### config.mk
export PLATFORM = sky130hd
export DESIGN_NAME = sprite_fetch_pipe
export DESIGN_NICKNAME = d
export VERILOG_FILES = /design/src/rtl/sprite_fetch_pipe.sv
export SDC_FILE = /design/constraint.sdc
export NUM_CORES = 1
export LEC_CHECK = 0
export CAP_MARGIN = 20
export CORE_MARGIN = 3
export CORE_UTILIZATION = 25
export CTS_BUF_LIST = sky130_fd_sc_hd__clkbuf_4 sky130_fd_sc_hd__clkbuf_8 sky130_fd_sc_hd__clkbuf_16
export DETAILED_ROUTE_END_ITERATION = 8
export SLEW_MARGIN = 20
export SYNTH_ARGS = -nofsm -noshare
export SYNTH_HDL_FRONTEND = slang
export SYNTH_SLANG_ARGS = --single-unit
### constraint.sdc
create_clock -name clk -period 6.4 [get_ports clk]
set_input_delay 1.6 -clock clk [delete_from_list [all_inputs] [get_ports clk]]
set_output_delay 1.6 -clock clk [all_outputs]
set_load 0.01 [all_outputs]
### src/rtl/sprite_fetch_pipe.sv
// Two-stage sprite ROM address pipeline: per-channel hit test, then fixed-priority select.
// Define SPRITE_MIRROR_EN to build per-channel horizontal flip; otherwise mirror_in is ignored.
module sprite_fetch_pipe #(
  parameter int HWIDTH = 10,
  parameter int VWIDTH = 10,
  parameter int IWIDTH = 1,
  parameter int HSIZE  = 64,
  parameter int VSIZE  = 64,
  parameter int NSPR   = 4,
  parameter int AWIDTH = 12
) (
  input  logic                      clk,
  input  logic                      rst,
  input  logic                      frame_start,
  input  logic                      pix_valid_in,
  input  logic [HWIDTH-1:0]         hdata,
  input  logic [VWIDTH-1:0]         vdata,
  input  logic [NSPR*HWIDTH-1:0]    hoffset_in,
  input  logic [NSPR*VWIDTH-1:0]    voffset_in,
  input  logic [NSPR-1:0]           enable_in,
  input  logic [NSPR-1:0]           mirror_in,
  output logic [AWIDTH-1:0]         addr,
  output logic [$clog2(NSPR)-1:0]   sel,
  output logic                      hit,
  output logic                      pix_valid_out
);

  localparam int unsigned COLS = HSIZE >> IWIDTH;
  localparam int unsigned ROWS = VSIZE >> IWIDTH;
  localparam int SELW = $clog2(NSPR);
  localparam logic [HWIDTH-1:0] HSIZE_W = HWIDTH'(HSIZE);
  localparam logic [VWIDTH-1:0] VSIZE_W = VWIDTH'(VSIZE);

  if (longint'(NSPR) * longint'(COLS) * longint'(ROWS) > (longint'(1) << AWIDTH)) begin : g_bad_awidth
    $error("sprite_fetch_pipe: NSPR*COLS*ROWS exceeds ROM address space");
  end
  if ((longint'(HSIZE) >= (longint'(1) << (HWIDTH-1))) ||
      (longint'(VSIZE) >= (longint'(1) << (VWIDTH-1)))) begin : g_bad_size
    $error("sprite_fetch_pipe: sprite size must be below half the coordinate range");
  end

  // Shadow copies of per-frame sprite state
  logic [NSPR*HWIDTH-1:0] hoff_sh;
  logic [NSPR*VWIDTH-1:0] voff_sh;
  logic [NSPR-1:0]        en_sh;

  always_ff @(posedge clk or posedge rst) begin
    if (rst) begin
      hoff_sh <= '0;
      voff_sh <= '0;
      en_sh   <= '0;
    end else if (frame_start) begin
      hoff_sh <= hoffset_in;
      voff_sh <= voffset_in;
      en_sh   <= enable_in;
    end
  end

`ifdef SPRITE_MIRROR_EN
  logic [NSPR-1:0] mir_sh;
  logic [NSPR-1:0] mir_q;

  always_ff @(posedge clk or posedge rst) begin
    if (rst)              mir_sh <= '0;
    else if (frame_start) mir_sh <= mirror_in;
  end

  // Flip flag travels with the pixel so a same-cycle shadow reload cannot affect it
  always_ff @(posedge clk or posedge rst) begin
    if (rst) mir_q <= '0;
    else     mir_q <= mir_sh;
  end
`else
  logic unused_mirror;
  assign unused_mirror = ^mirror_in;
`endif

  // Stage 1: per-channel relative coordinates and coverage
  logic [HWIDTH-1:0] h_diff [NSPR];
  logic [VWIDTH-1:0] v_diff [NSPR];
  logic [NSPR-1:0]   in_d;
  logic [HWIDTH-1:0] h_q [NSPR];
  logic [VWIDTH-1:0] v_q [NSPR];
  logic [NSPR-1:0]   in_q;
  logic              valid_q;

  always_comb begin
    in_d = '0;
    for (int unsigned i = 0; i < NSPR; i++) begin
      h_diff[i] = hdata - hoff_sh[i*HWIDTH +: HWIDTH];
      v_diff[i] = vdata - voff_sh[i*VWIDTH +: VWIDTH];
      in_d[i]   = en_sh[i] && (h_diff[i] < HSIZE_W) && (v_diff[i] < VSIZE_W);
    end
  end

  always_ff @(posedge clk or posedge rst) begin
    if (rst) begin
      for (int unsigned i = 0; i < NSPR; i++) begin
        h_q[i] <= '0;
        v_q[i] <= '0;
      end
      in_q    <= '0;
      valid_q <= 1'b0;
    end else begin
      for (int unsigned i = 0; i < NSPR; i++) begin
        h_q[i] <= h_diff[i];
        v_q[i] <= v_diff[i];
      end
      in_q    <= in_d;
      valid_q <= pix_valid_in;
    end
  end

  // Stage 2: lowest-index covering channel wins
  logic            found;
  logic [SELW-1:0] win;
  logic [31:0]     col_w;
  logic [31:0]     row_w;
  logic [31:0]     addr_w;
  logic            hit_d;
  logic [SELW-1:0] sel_d;
  logic [AWIDTH-1:0] addr_d;

  always_comb begin
    found = 1'b0;
    win   = '0;
    for (int unsigned i = 0; i < NSPR; i++) begin
      if (in_q[i] && !found) begin
        found = 1'b1;
        win   = i[SELW-1:0];
      end
    end

    col_w = 32'(h_q[win] >> IWIDTH);
    row_w = 32'(v_q[win] >> IWIDTH);
`ifdef SPRITE_MIRROR_EN
    if (mir_q[win]) col_w = 32'(COLS - 1) - col_w;
`endif
    addr_w = 32'(win) * 32'(COLS * ROWS) + row_w * 32'(COLS) + col_w;

    hit_d  = 1'b0;
    sel_d  = '0;
    addr_d = '0;
    if (found && valid_q) begin
      hit_d  = 1'b1;
      sel_d  = win;
      addr_d = addr_w[AWIDTH-1:0];
    end
  end

  always_ff @(posedge clk or posedge rst) begin
    if (rst) begin
      addr          <= '0;
      sel           <= '0;
      hit           <= 1'b0;
      pix_valid_out <= 1'b0;
    end else begin
      addr          <= addr_d;
      sel           <= sel_d;
      hit           <= hit_d;
      pix_valid_out <= valid_q;
    end
  end

endmodule
==> flow_metrics.tcl, run 1 <==
set metrics [dict create \
    status "finished clean" \
    yosysWarnings 0 \
    fin_crit_ps 4200 \
    ctsResizeCount 0 \
    grt_usage_pct 11.9 \
    detail_route.first_pass.iterations 4 \
    overflow 0 \
    synth-compound-area-share_pct 13.6 \
    hold_violations 0 \
    cap_violations 0 \
    cts_sinks 169 \
    synth_area_leader_cell "dfrtp_1" \
    path_clk_slew_ps 70 \
    grt_pass1_wl_um 35100 \
    htreeDepth 4 \
    synth_cell_types 61 \
    multi_input_area_mm2 0.00432 \
    routed_wl_um 22400 \
    drive_above_1_share_pct 9.57 \
    worst_pin_slew_ps 974 \
    avgSynthCellArea_um2 10.7 \
    setup_viol 0 \
    grt_pass1_vias 6471 \
    synth_cells 841 \
    core-area_mm2 0.0350 \
    nNetsFinal 1159 \
    synthArstFlopShare_pct 100 \
    io_pins 128 \
    ctsHoldBuffers 0 \
    synth.area.top_cells "dfrtp_1 (47%), ha_1 (9.6%), o21ai_0 (4.7%), xnor2_1 (4.5%), mux4_2 (4.0%)" \
    start_kind "input pin" \
    total_power_mw 3.05 \
    synth-xor-area-share_pct 6.35 \
    path_class "in -> reg" \
    fill_cells 3533 \
    rows 68 \
    required_ps 6740 \
    vdd_drop_max_mv 0.152 \
    drtIter0Drc 291 \
    synth_common_cells "dfrtp_1 (169), inv_1 (91), o21ai_0 (84), nand2_1 (81), ha_1 (69)" \
    grt_start_max_net_pins 109 \
    drc_errors 0 \
    hold_class "reg -> reg" \
    start_util_pct 25.6 \
    fmax_ghz 0.238 \
    synth-seq-cells 169 \
    endpoint_kind "register" \
    syn-cell-area_mm2 0.00896 \
    gp_congestion 0.845 \
    clk_latency_ps 440 \
    power_density_mw_per_mm2 270 \
    numCtsBuffers 17 \
    dp_hpwl_um 17900 \
    syn_nets 1031 \
    setup_tns_ps 0 \
    synth_fa_ha_area_share_pct 11.6 \
    synthMostInstantiatedCell "dfrtp_1" \
    synthMuxAreaShare_pct 6.98 \
    clockRootBuffer "clkbuf_16" \
    clock_skew_ps 10.0 \
    post-route-period-util_pct 65.7 \
    design.die.area_mm2 0.0381 \
    yosys.area_share.simple_pct 9.61 \
    ff_latch_area_mm2 0.00423 \
    die_h_um 195 \
    finalMaxSlewViolations 0 \
    clockBufferDepth 2 \
    yosys.area.top_type_share_pct 47.2 \
    synth_top_family_by_area "compound AO/OA/AOI/OAI gates" \
    power_leakage_nw 5.01 \
    slew_headroom_pct 35.1 \
    critPathArrivalTime_ps 4550 \
    portBuffers 123 \
    detail-route-antenna-nets 0 \
    crit_fanout 8 \
    ys_seq_area_share_pct 47.2 \
    area_delta_synth_final_pct 26.1 \
    via_per_inst 4.32 \
    fp.dieW_um 195 \
    rsz0062_at_grt "no" \
    cts_tree "done" \
    fin_util_pct 32.3 \
    post_drt_wl_per_cell_um 15.6 \
    synth-main-ff-cell "dfrtp_1" \
    via_count 6214 \
    antenna_found_initial 1 \
    cts_setup_buffers 0 \
    synth_edf_count 0 \
]
-- worst paths after layout --
check,endpoint,startpoint,cells after the start,slack [ps]
setup / recovery,in_q[0],hdata[1],9,2200
hold / removal,pix_valid_out,valid_q,0,500
setup reg to reg,addr[11],in_q[2],14,3240
hold reg to reg,pix_valid_out,valid_q,0,500
max in group asynchronous,hoff_sh[17],rst,3,3770
min in group asynchronous,h_q[31],rst,2,1640
-- per-stage QoR --
| step | setup WS, ps | cells | hold WS [ps] | instance area, um2 |
|---|---|---|---|---|
| 3_3_place_gp | 1750 | 1405 | 451 | 10700 |
| 3_5_place_dp | 1680 | 1405 | 454 | 10700 |
| 5_1_grt | 2020 | 1438 | 487 | 11300 |
| 6_report | 2200 | 1438 | 496 | 11300 |
| 2_1_floorplan | 225 | 841 | 366 | 8960 |
| 4_1_cts | 2170 | 1437 | 480 | 11300 |
-- where the power goes --
part,switching (mW),internal (mW)
Clock,0.466,0.524
Combinational,0.395,0.368
Sequential,0.0628,1.23
Total,0.925,2.12
-- layer usage --
metal	vias up	part of all wire, %	global-route usage (%)
li1	3141	-	-
met1	2944	48	16.0
met2	107	46	19.0
met3	22	3.3	2.35
met4	0	2.0	4.30
met5	-	0	0
-- layout by cell type (no fill, tap or decap), drive strengths merged, types with 3 or more instances in the layout --
cell type,count
nor2,31
a21oi,43
a31oi,6
nand3,3
ha,69
inv,99
o41ai,3
and2,7
or2,5
a21o,18
nand2,81
a211oi,3
nor3,11
o21a,8
clkdlybuf4s50,122
a21boi,4
mux4,16
nand2b,7
fa,9
a31o,7
clkbuf,19
clkinv,4
o21ai,84
nor2b,17
mux2i,4
nor4,4
o21bai,8
buf,6
mux2,20
xor2,19
xnor2,46
dfrtp,169
-- critical path: stages --
cell and delay (ps):
clkdlybuf4s50_1 650, fa_1 550, a21o_1 220, a31o_1 230
a21oi_2 170, xnor2_1 120, or3b_1 370, or4_1 410
nor4_2 210
-- cell type report --
type,instances,area share [%]
well taps,455,5.04
inverters,91,3.07
flip-flops and latches,169,37.4
repair buffers,128,11.3
multi-input cells,562,38.2
diodes,1,0.0221
clock inverters,13,0.974
clock buffers,19,3.95
-- cells by family (layout without fill, tap and decap cells) --
group                      Yosys count  count (layout)
other                                0               1
muxes                               40              40
xor gates and xnor gates            65              65
and+or+nand+nor                    179             179
buffers and inverters              110             251
adders and majority gates           78              78
AOI/OAI and AO/OA                  200             200
DFF                                169             169
-- sequential cells by signal, summed over array words and instances, names as in the netlist, 2 cells and up --
signal,cells
addr,12
hoff_sh,40
in_q,4
v_q,28
voff_sh,40
sel,2
en_sh,4
h_q,36
No activity file was read; power rests on OpenSTA's default activity.
==> inputs of run 2 (changes only) <==
==> constraint.sdc (replaced) <==
create_clock -name clk -period 3.42 [get_ports clk]
set_input_delay 0.855 -clock clk [delete_from_list [all_inputs] [get_ports clk]]
set_output_delay 0.855 -clock clk [all_outputs]
set_load 0.01 [all_outputs]
==> run 2 against run 1 <==
Net effect:
- via count is 3.3% higher
- setup slack worse by 2100 ps
- utilization is 1.2 points higher
- clock power is 110% higher
- largest power group unchanged
- sequential share of layout area is 1.3 points lower
- critical path depth is 1 higher
- cell area is 3.6% higher
- die area stayed put
- power is 95% higher
==> flow_metrics.tcl, run 2 (synthesized netlist as in run 1, its figures left out) <==
set metrics [dict create \
    status "finished clean" \
    slowest_stage "clkdlybuf4s50_1" \
    clockRootBuffer "clkbuf_16" \
    clk_latency_ps 430 \
    wl_met1_um 11300 \
    post-route-period-util_pct 96.6 \
    wl_met2_um 10800 \
    holdPathStages 0 \
    post_drt_wl_per_cell_um 15.7 \
    p_comb_share_pct 25.5 \
    rows 68 \
    cts_sinks 169 \
    ctsResizeCount 0 \
    drc_errors 0 \
    fill_cells 3492 \
    final_common_cell "dfrtp_1" \
    finalMaxSlewViolations 0 \
    cts_setup_buffers 0 \
    clockBufferDepth 2 \
    rr_worst_depth 14 \
    wl_met3_um 778 \
    fp.dieW_um 195 \
    routed_wl_um 23200 \
    worstSetupStartpoint "hdata[0]" \
    crit_buf_inv 1 \
    fin_cells 1483 \
    slew_headroom_pct 59.5 \
    fin_crit_ps 3300 \
    path_class "in -> reg" \
    die_h_um 195 \
    grt_start_max_net_pins 110 \
    vdd_drop_max_mv 0.286 \
    fin_area_mm2 0.0117 \
    p_sw_mw 1.74 \
    worst_pin_slew_ps 607 \
    start_kind "input pin" \
    endpoint_kind "register" \
    min_from "valid_q" \
    nNetsFinal 1205 \
    path_cells "clkdlybuf4s50_1 > nand2b_1 > fa_1 > a21o_1 > a31o_1 > a21oi_2 > xnor2_1 > or3b_1 > or4_1 > nor4_2" \
    core-area_mm2 0.0350 \
    antenna_found_initial 2 \
    overflow 0 \
    gp_congestion 0.824 \
    cap_violations 0 \
    io_pins 128 \
    dpl_cell_area_mm2 0.0111 \
    drive_above_1_share_pct 13.6 \
    clock_skew_ps 11.7 \
    clkPwrFrac_pct 34.0 \
    critPathArrivalTime_ps 3640 \
    htreeDepth 4 \
    mostFrequentLayoutCells "dfrtp_1 (169), clkdlybuf4s50_1 (122), inv_1 (90)" \
    grt_usage_pct 12.5 \
    numCtsBuffers 17 \
    grt_pass1_wl_um 36800 \
    path_clk_slew_ps 70 \
    hold_class "reg -> reg" \
    portBuffers 123 \
    setup_viol 0 \
    hold_violations 0 \
    detail-route-antenna-nets 0 \
    via_count 6419 \
    area_delta_synth_final_pct 30.7 \
    slowest_delay_ps 440 \
    design.die.area_mm2 0.0381 \
    power_density_mw_per_mm2 508 \
    p_sw_share_pct 29.3 \
    dp.cells 1451 \
    via_per_inst 4.33 \
    crit_fanout 2 \
    detail_route.first_pass.iterations 6 \
    power_leakage_nw 5.27 \
    cpLargestDelayFamily "simple AND/OR/NAND/NOR gates" \
    internal_power_mw 4.21 \
    dp_hpwl_um 18700 \
    n_antenna_cell 0 \
    top_layer "met5" \
    ctsHoldBuffers 0 \
    start_util_pct 25.6 \
    required_ps 3760 \
    grt_pass1_vias 6818 \
    largestRegisters "hoff_sh x40, voff_sh x40, h_q x36" \
    p_seq_share_pct 40.5 \
    rsz0062_at_grt "no" \
    drtIter0Drc 311 \
    rr_startpoint "in_q[2]" \
    total_power_mw 5.95 \
    cts_tree "done" \
    fmax_ghz 0.303 \
    worst-path-stages 10 \
]
## run 2: power by group through the flow
stage | clock [mW] | sequential (mW) | combinational [mW]
final | 2.03 | 2.41 | 1.52
after detailed placement | 0 | 2.45 | 1.53
after global routing | 2.18 | 2.44 | 1.70
after floorplan | 0 | 2.40 | 1.02
after CTS | 2.09 | 2.41 | 1.54
after global placement | 0 | 2.44 | 1.49
## run 2: worst paths after layout
check,end,slack (ps)
max in group asynchronous,v_q[35],1970
setup reg to reg,addr[11],550
hold / removal,pix_valid_out,470
setup / recovery,in_q[0],120
hold reg to reg,pix_valid_out,470
min in group asynchronous,hoff_sh[4],950
## run 2: final cells by class
type / count / area [um2] / share of cell area [%]
tap: 455 / 569 / 4.86
sequential: 169 / 4230 / 36.1
multi-input combinational: 562 / 4320 / 36.9
timing repair buffer: 174 / 1640 / 14.0
clock buffer: 20 / 460 / 3.93
clock inverter: 12 / 154 / 1.31
inverter: 91 / 345 / 2.95
## run 2: through the flow
| step | TNS, ps | util, % | hold WS (ps) | setup slack, ps |
|---|---|---|---|---|
| after floorplan | 0 | - | 366 | 327 |
| after global placement | -440 | 31.7 | 436 | -304 |
| after detailed placement | -722 | 31.7 | 443 | -310 |
| after CTS | 0 | 33.5 | 465 | 148 |
| after global routing | 0 | 33.5 | 472 | 40.1 |
| final | 0 | 33.5 | 467 | 117 |
## run 2: metal layers
metal,GRT usage (%),vias up
met4,3.49,4
met5,0,-
met3,2.78,22
met1,17.1,3071
li1,-,3229
met2,19.9,93
==> inputs of run 3 (changes only) <==
--- a/config.mk
+++ b/config.mk
@@ -10,6 +10,7 @@
 export CORE_UTILIZATION = 25
 export CTS_BUF_LIST = sky130_fd_sc_hd__clkbuf_4 sky130_fd_sc_hd__clkbuf_8 sky130_fd_sc_hd__clkbuf_16
 export DETAILED_ROUTE_END_ITERATION = 8
+export DONT_BUFFER_PORTS = 1
 export SLEW_MARGIN = 20
 export SYNTH_ARGS = -nofsm -noshare
 export SYNTH_HDL_FRONTEND = slang
==> run 3 against run 2 <==
Net effect:
- sequential cell count unchanged
- power decreased by 7.5%
- combinational power decreased by 18%
- cell area decreased by 13%
- highest routed layer unchanged
- largest cell class unchanged
- sequential share of layout area increased by 5.6 points
==> flow_metrics.tcl, run 3 (synthesized netlist as in run 1, its figures left out) <==
set metrics [dict create \
    worstSetupStartpoint "in_q[2]" \
    fill_cells 3576 \
    ctsResizeCount 0 \
    timing.rr.end "addr[11]" \
    detail-route-antenna-nets 0 \
    clockBufferDepth 2 \
    required_ps 3740 \
    detail_route.first_pass.iterations 4 \
    mostFrequentLayoutCells "dfrtp_1 (169), inv_1 (90), o21ai_0 (84)" \
    nNetsFinal 1040 \
    largestRegisters "hoff_sh x40, voff_sh x40, h_q x36" \
    htreeDepth 4 \
    grt_pass1_vias 6065 \
    status "finished clean" \
    crit_fanout 17 \
    die_h_um 195 \
    grt_usage_pct 11.7 \
    cts_tree "done" \
    routed_wl_um 22200 \
    power_density_mw_per_mm2 543 \
    fin_util_pct 29.0 \
    crit_buf_inv 3 \
    io_pins 128 \
    setup_viol 0 \
    clockRootBuffer "clkbuf_16" \
    area_delta_synth_final_pct 13.2 \
    slowest_delay_ps 610 \
    hold_class "in -> async" \
    clock_skew_ps 8.06 \
    place_ws_ps 134 \
    slew_headroom_pct 51.5 \
    design.die.area_mm2 0.0381 \
    fp.dieW_um 195 \
    vdd_drop_max_mv 0.364 \
    numCtsBuffers 17 \
    rows 68 \
    portBuffers 0 \
    via_count 5887 \
    finalMaxSlewViolations 0 \
    post-route-period-util_pct 83.5 \
    cts_sinks 169 \
    rsz0062_at_grt "no" \
    antenna_found_initial 8 \
    path_cells "inv_1 > a21oi_1 > nor2_2 > buf_4 > mux4_2 > ha_1 > inv_1 > fa_1 > nor2b_1 > o21ai_0 > nand2b_1 > a31oi_1 > xnor2_1 > nor2_1" \
    drive_above_1_share_pct 11.2 \
    cpLargestDelayFamily "multiplexers" \
    cap_violations 0 \
    fin_crit_ps 2860 \
    power_leakage_nw 4.56 \
    dpl_cell_area_mm2 0.00957 \
    dp_hpwl_um 17900 \
    setup_tns_ps 0 \
    grt_pass1_wl_um 34000 \
    fmax_ghz 0.350 \
    cp_common_cell "inv_1" \
    clk_latency_ps 430 \
    cts_setup_buffers 0 \
    endpoint_kind "register" \
    finalWorstSetupSlack_ps 564 \
    hold_violations 0 \
    start_kind "register" \
    critPathCapture "addr[11]" \
    worst-path-stages 14 \
    core-area_mm2 0.0350 \
    start_util_pct 25.6 \
    post_drt_wl_per_cell_um 16.8 \
    final_common_cell "dfrtp_1" \
    ctsHoldBuffers 0 \
    r2r_slack_ps 560 \
    slowest_stage "mux4_2" \
    total_power_mw 5.51 \
    overflow 0 \
    grt_start_max_net_pins 149 \
    drtIter0Drc 272 \
    path_class "reg -> reg" \
    drc_errors 0 \
    via_per_inst 4.46 \
    rr_worst_depth 14 \
    rr_startpoint "in_q[2]" \
    fin_area_mm2 0.0101 \
    gp_congestion 0.838 \
    critPathArrivalTime_ps 3170 \
    path_clk_slew_ps 60 \
    worst_pin_slew_ps 726 \
]
[run 3: metal layers]
metal	share of wire [%]	routed length, um	global-route usage (%)	up-vias
li1	-	-	-	2894
met1	46	10200	15.3	2844
met2	46	10200	18.2	100
met3	4.8	1070	3.76	37
met4	2.7	595	4.57	12
met5	0.29	65	0	-
[run 3: area by class of cell]
class	count	area, um2	share of cell area, %
sequential	169	4230	41.7
tap	455	569	5.61
clock buffer	21	468	4.62
multi-input combinational	562	4320	42.6
inverter	91	345	3.41
clock inverter	11	98.8	0.975
timing repair buffer	9	105	1.04
antenna	2	5.00	0.0494
[run 3: how the worst min path moves through the flow]
stage	endpoint	slack (ps)	cells past startpoint
finish	h_q[21]	410	1
global route	valid_q	430	0
CTS	h_q[21]	430	1
detailed placement	pix_valid_out	410	0
global placement	pix_valid_out	420	0
floorplan	pix_valid_out	370	0
[run 3: metrics by stage]
stage | instances | hold WS (ps)
final | 1320 | 414
after global routing | 1320 | 429
after CTS | 1318 | 428
after detailed placement | 1286 | 406
after global placement | 1286 | 415
after floorplan | 841 | 366
[run 3: worst reg2reg max path, cell delays in order, from the launching register on]
cell	delay (ps)
dfrtp_1	400
inv_1	60
a21oi_1	80
nor2_2	80
buf_4	300
mux4_2	620
ha_1	220
inv_1	70
fa_1	180
nor2b_1	60
o21ai_0	170
nand2b_1	120
a31oi_1	200
xnor2_1	140
nor2_1	50
[run 3: power by group]
group          switching, mW  leakage [nW]  internal, mW
clock network          0.779         0.276          1.05
registers              0.117          2.04          2.31
logic                  0.666          2.24         0.585
==> RTL edit 1: new RTL, flow settings as in run 3 <==
Take the reset off `addr` and load it in a clocked block of its own.
--- a/src/rtl/sprite_fetch_pipe.sv
+++ b/src/rtl/sprite_fetch_pipe.sv
@@ -150,16 +150,18 @@
 
   always_ff @(posedge clk or posedge rst) begin
     if (rst) begin
-      addr          <= '0;
       sel           <= '0;
       hit           <= 1'b0;
       pix_valid_out <= 1'b0;
     end else begin
-      addr          <= addr_d;
       sel           <= sel_d;
       hit           <= hit_d;
       pix_valid_out <= valid_q;
     end
   end
 
+  always_ff @(posedge clk) begin
+    addr <= addr_d;
+  end
+
 endmodule
Check against the original RTL: differs if rst is asserted again (counterexample within 4 cycles, from zero or initial values and one cycle with rst high); with rst held inactive, the same outputs for 4 cycles.
==> RTL edit 1 against run 3 <==
Design area is essentially flat; sequential cell count is the same; first-iteration DRC count grew 38%; non-clock buffer count grew 2; synthesized area shrank 0.31%; worst hold slack lost 0.047 ns; total power grew 0.64%; wire length shrank 0.19%; setup slack lost 0.13 ns.
==> RTL edit 1: results (changes against run 3) <==
Status = completed (unchanged)
Portion of the layout cell area used by clock cells = 0.0562 (was 0.0559)
Final std cells w/o fill = 1323 (was 1320)
CP max stage delay = 0.45 ns (was 0.61 ns)
First-pass GRT wire length = 34500 um (was 34000 um)
Vias in the first global route = 6203 (was 6065)
Metal-1 WL = 9870 um (was 10200 um)
Via Count = 5920 (was 5887)
Synth area leaders = dfrtp_1 44%, ha_1 9.7%, o21ai_0 4.9% (was dfrtp_1 47%, ha_1 9.6%, o21ai_0 4.7%)
Slowest-stage cell, CP = fa_1 (was mux4_2)
Antenna diodes = 3 (was 2)
Power share of the combinational group = 0.229 (was 0.227)
GRT met3 Usage = 0.0450 (was 0.0376)
DP HPWL = 17800 um (was 17900 um)
DP Area = 9560 um^2 (was 9570 um^2)
Top cells by count, synth = 157 x dfrtp_1, 88 x o21ai_0, 87 x inv_1 (was 169 x dfrtp_1, 91 x inv_1, 84 x o21ai_0)
Worst slew margin = 0.281 (was 0.515)
Met1 Resource Use GR = 0.144 (was 0.153)
Cell variety after synth = 62 (was 61)
Fillers = 3614 (was 3576)
Reg area = 4170 um^2 (was 4230 um^2)
Initial antenna violation count = 7 (was 8)
Iteration-0 DRC Markers = 374 (was 272)
Multi-input combinational area share = 0.431 (was 0.426)
Crit-path max FO = 8 (was 17)
Multi-input gates = 567 (was 562)
Fraction of area in registers = 0.411 (was 0.417)
Ys async rst share = 0.929 (was 1.00)
Met2 wire length = 10400 um (was 10200 um)
Sequential area share after synthesis = 0.467 (was 0.472)
Synthesized Nets = 1032 (was 1031)
Inverters = 87 (was 91)
Plain + repair buffers = 11 (was 9)
Adder-cell area share of the yosys netlist = 0.117 (was 0.116)
Buffering overhead = 0.0119 (was 0.0104)
Max VDD drop = 0.361 mV (was 0.364 mV)
XOR/XNOR Fraction of Synth Area = 0.0657 (was 0.0635)
Met3 wire length = 1400 um (was 1070 um)
Multiplexer area fraction after synthesis = 0.0656 (was 0.0698)
## RTL edit 1: cell count changes in the layout (fill, tap and decap cells not counted), sizes merged, moves of 4 or more
cell	delta
dfrtp	-12
dfxtp	+12
o21ai	+6
a2111oi	+5
a21oi	-4
a31oi	+4
clkinv	-4
mux2i	-4
or3	+4
## RTL edit 1: path summary, 6_finish.rpt
path,startpoint,end,slack [ns],cells past startpoint
setup / recovery,in_q[3]$_DFF_PP0_,addr[11]$_SDFF_PN0_,0.44,11
setup reg to reg,in_q[3]$_DFF_PP0_,addr[11]$_SDFF_PN0_,0.44,11
hold / removal,rst,hoff_sh[1]$_DFFE_PP0P_,0.37,1
max in group asynchronous,rst,voff_sh[24]$_DFFE_PP0P_,2.33,2
min in group clk,valid_q$_DFF_PP0_,pix_valid_out$_DFF_PP0_,0.44,0
hold reg to reg,valid_q$_DFF_PP0_,pix_valid_out$_DFF_PP0_,0.44,0
==> RTL edit 2: new RTL, config.mk and constraints of run 3 <==
Without the edit above. The parameter `AWIDTH` goes from 12 to 24.
--- a/src/rtl/sprite_fetch_pipe.sv
+++ b/src/rtl/sprite_fetch_pipe.sv
@@ -7,7 +7,7 @@
   parameter int HSIZE  = 64,
   parameter int VSIZE  = 64,
   parameter int NSPR   = 4,
-  parameter int AWIDTH = 12
+  parameter int AWIDTH = 24
 ) (
   input  logic                      clk,
   input  logic                      rst,
Interface: changed (resized addr); port bits go from 128 to 140. No check against the original RTL was run, so the function may have changed too.
==> RTL edit 2 against run 3 <==
Wire length is 4.6% higher; design area grew 5.8%; synthesized area up 5.0%; total power up 13%; setup slack got worse by 0.24 ns; worst hold slack better by 0.019 ns; sequential cell count up 11; largest cell class is now sequential cells.
==> RTL edit 2: results (changes against run 3) <==
Sequential area share after synthesis = 0.479 (was 0.472)
Fillers = 3760 (was 3576)
Share of cells above drive strength 1 = 0.100 (was 0.112)
Measured slew at the worst slew-check pin = 0.586 ns (was 0.726 ns)
First-pass GRT wire length = 35400 um (was 34000 um)
Cell variety after synth = 63 (was 61)
Worst Reg-to-Reg Cells = 11 (was 14)
Buffers from clock root to sink, at most = 2 (unchanged)
Synth warn = 0 (unchanged)
Clock slew at reported path FFs = 0.07 ns
Met1 Resource Use GR = 0.149 (was 0.153)
GRT met3 Usage = 0.0324 (was 0.0376)
Initial antenna violation count = 3 (was 8)
Ys async rst share = 1.00 (unchanged)
Root buf cell = clkbuf_16 (unchanged)
Nets = 1064 (was 1040)
Largest net degree at the start of global routing = 149 (unchanged)
Placed cells = 1358 (was 1286)
Via Count = 6099 (was 5887)
Worst-Skew Late Latency = 0.43 ns (about the same)
H-Tree Depth = 4 (unchanged)
DP HPWL = 18400 um (was 17900 um)
Final Skew = 0.00902 ns (was 0.00806 ns)
Vias in the first global route = 6308 (was 6065)
Hold WC Path Type = primary input to async pin (unchanged)
First-pass DRT Iterations = 4 (unchanged)
Syn Inst Count = 866 (was 841)
Iteration-0 DRC Markers = 200 (was 272)
Buffers on Ports = 0 (unchanged)
Top cells by count, synth = 180 x dfrtp_1, 85 x inv_1, 82 x nand2_1 (was 169 x dfrtp_1, 91 x inv_1, 84 x o21ai_0)
Met2 Usage GRT = 0.193 (was 0.182)
Adder-cell area share of the yosys netlist = 0.112 (was 0.116)
Status = completed (unchanged)
Final GP Congestion = 0.824 (was 0.838)
CP arrival = 3.42 ns (was 3.17 ns)
WL final = 23200 um (was 22200 um)
Dpl ws = 0.169 ns (was 0.134 ns)
Max VDD drop = 0.311 mV (was 0.364 mV)
Multiplexer area fraction after synthesis = 0.0656 (was 0.0698)
DP Area = 10000 um^2 (was 9570 um^2)
Largest regs = hoff_sh x40, voff_sh x40 (was hoff_sh x40, voff_sh x40, h_q x36)
LEAKAGE = 4.80 nW (was 4.56 nW)
XOR/XNOR Fraction of Synth Area = 0.0689 (was 0.0635)
Total global-route track usage = 0.117 (about the same)
Post-synthesis compound-gate area fraction = 0.125 (was 0.136)
Synth area leaders = dfrtp_1 48%, ha_1 9.3%, xnor2_1 4.5% (was dfrtp_1 47%, ha_1 9.6%, o21ai_0 4.7%)
CP max stage delay = 0.54 ns (was 0.61 ns)
Routed len/inst = 16.7 um (was 16.8 um)
[RTL edit 2: cell families (layout without fill, tap and decap cells)]
kind of cell             Yosys count  count (layout)
AO/OA/AOI/OAI                    190             190
AND/OR/NAND/NOR                  187             187
flip-flops                       180             180
buffers and inverters            116             128
adder cells (fa/ha/maj)           79              79
XOR/XNOR                          74              74
multiplexers                      39              39
other                              1              10
[RTL edit 2: through the flow]
step | total power [mW] | utilization
2_1_floorplan | 3.66 | -
4_1_cts | 6.27 | 0.291
3_5_place_dp | 3.99 | 0.272
5_1_grt | 6.53 | 0.291
3_3_place_gp | 3.95 | 0.272
6_report | 6.20 | 0.291
[RTL edit 2: report_power, final]
part | total, mW | switching, mW | internal [mW]
logic | 1.34 | 0.731 | 0.607
clock network | 2.25 | 0.864 | 1.39
registers | 2.60 | 0.136 | 2.47
total | 6.20 | 1.73 | 4.47
[RTL edit 2: area by class of cell]
cell class | instances | area share
Clock inverter | 14 | 0.0233
Antenna cell | 1 | 0.000233
Timing Repair Buffer | 10 | 0.0105
Inverter | 86 | 0.0305
Multi-Input combinational cell | 578 | 0.416
Sequential cell | 180 | 0.420
Clock buffer | 18 | 0.0404
Tap cell | 504 | 0.0588
[RTL edit 2: final timing paths]
check                                  start                       to  slack, ns
setup / recovery           in_q[0]$_DFF_PP0_       addr[11]$_DFF_PP0_       0.32
hold / removal                           rst   hoff_sh[2]$_DFFE_PP0P_       0.43
setup reg to reg           in_q[0]$_DFF_PP0_       addr[11]$_DFF_PP0_       0.32
hold reg to reg            valid_q$_DFF_PP0_  pix_valid_out$_DFF_PP0_       0.45
max in group asynchronous                rst  hoff_sh[10]$_DFFE_PP0P_       2.55
min in group clk           valid_q$_DFF_PP0_  pix_valid_out$_DFF_PP0_       0.45
[RTL edit 2: worst max-delay path, delay by kind of cell (launching register included)]
kind | cells | cell delay, ns
XOR/XNOR | 1 | 0.16
AND/OR/NAND/NOR | 2 | 0.20
adder cells (fa/ha/maj) | 2 | 0.63
AO/OA/AOI/OAI | 4 | 0.82
buffers and inverters | 1 | 0.19
flip-flops | 1 | 0.45
multiplexers | 1 | 0.54
[RTL edit 2: per-layer routing]
metal,up-vias,routed length (um)
met5,-,22
met4,4,477
met2,126,11200
met3,32,1280
met1,2972,10200
li1,2965,-
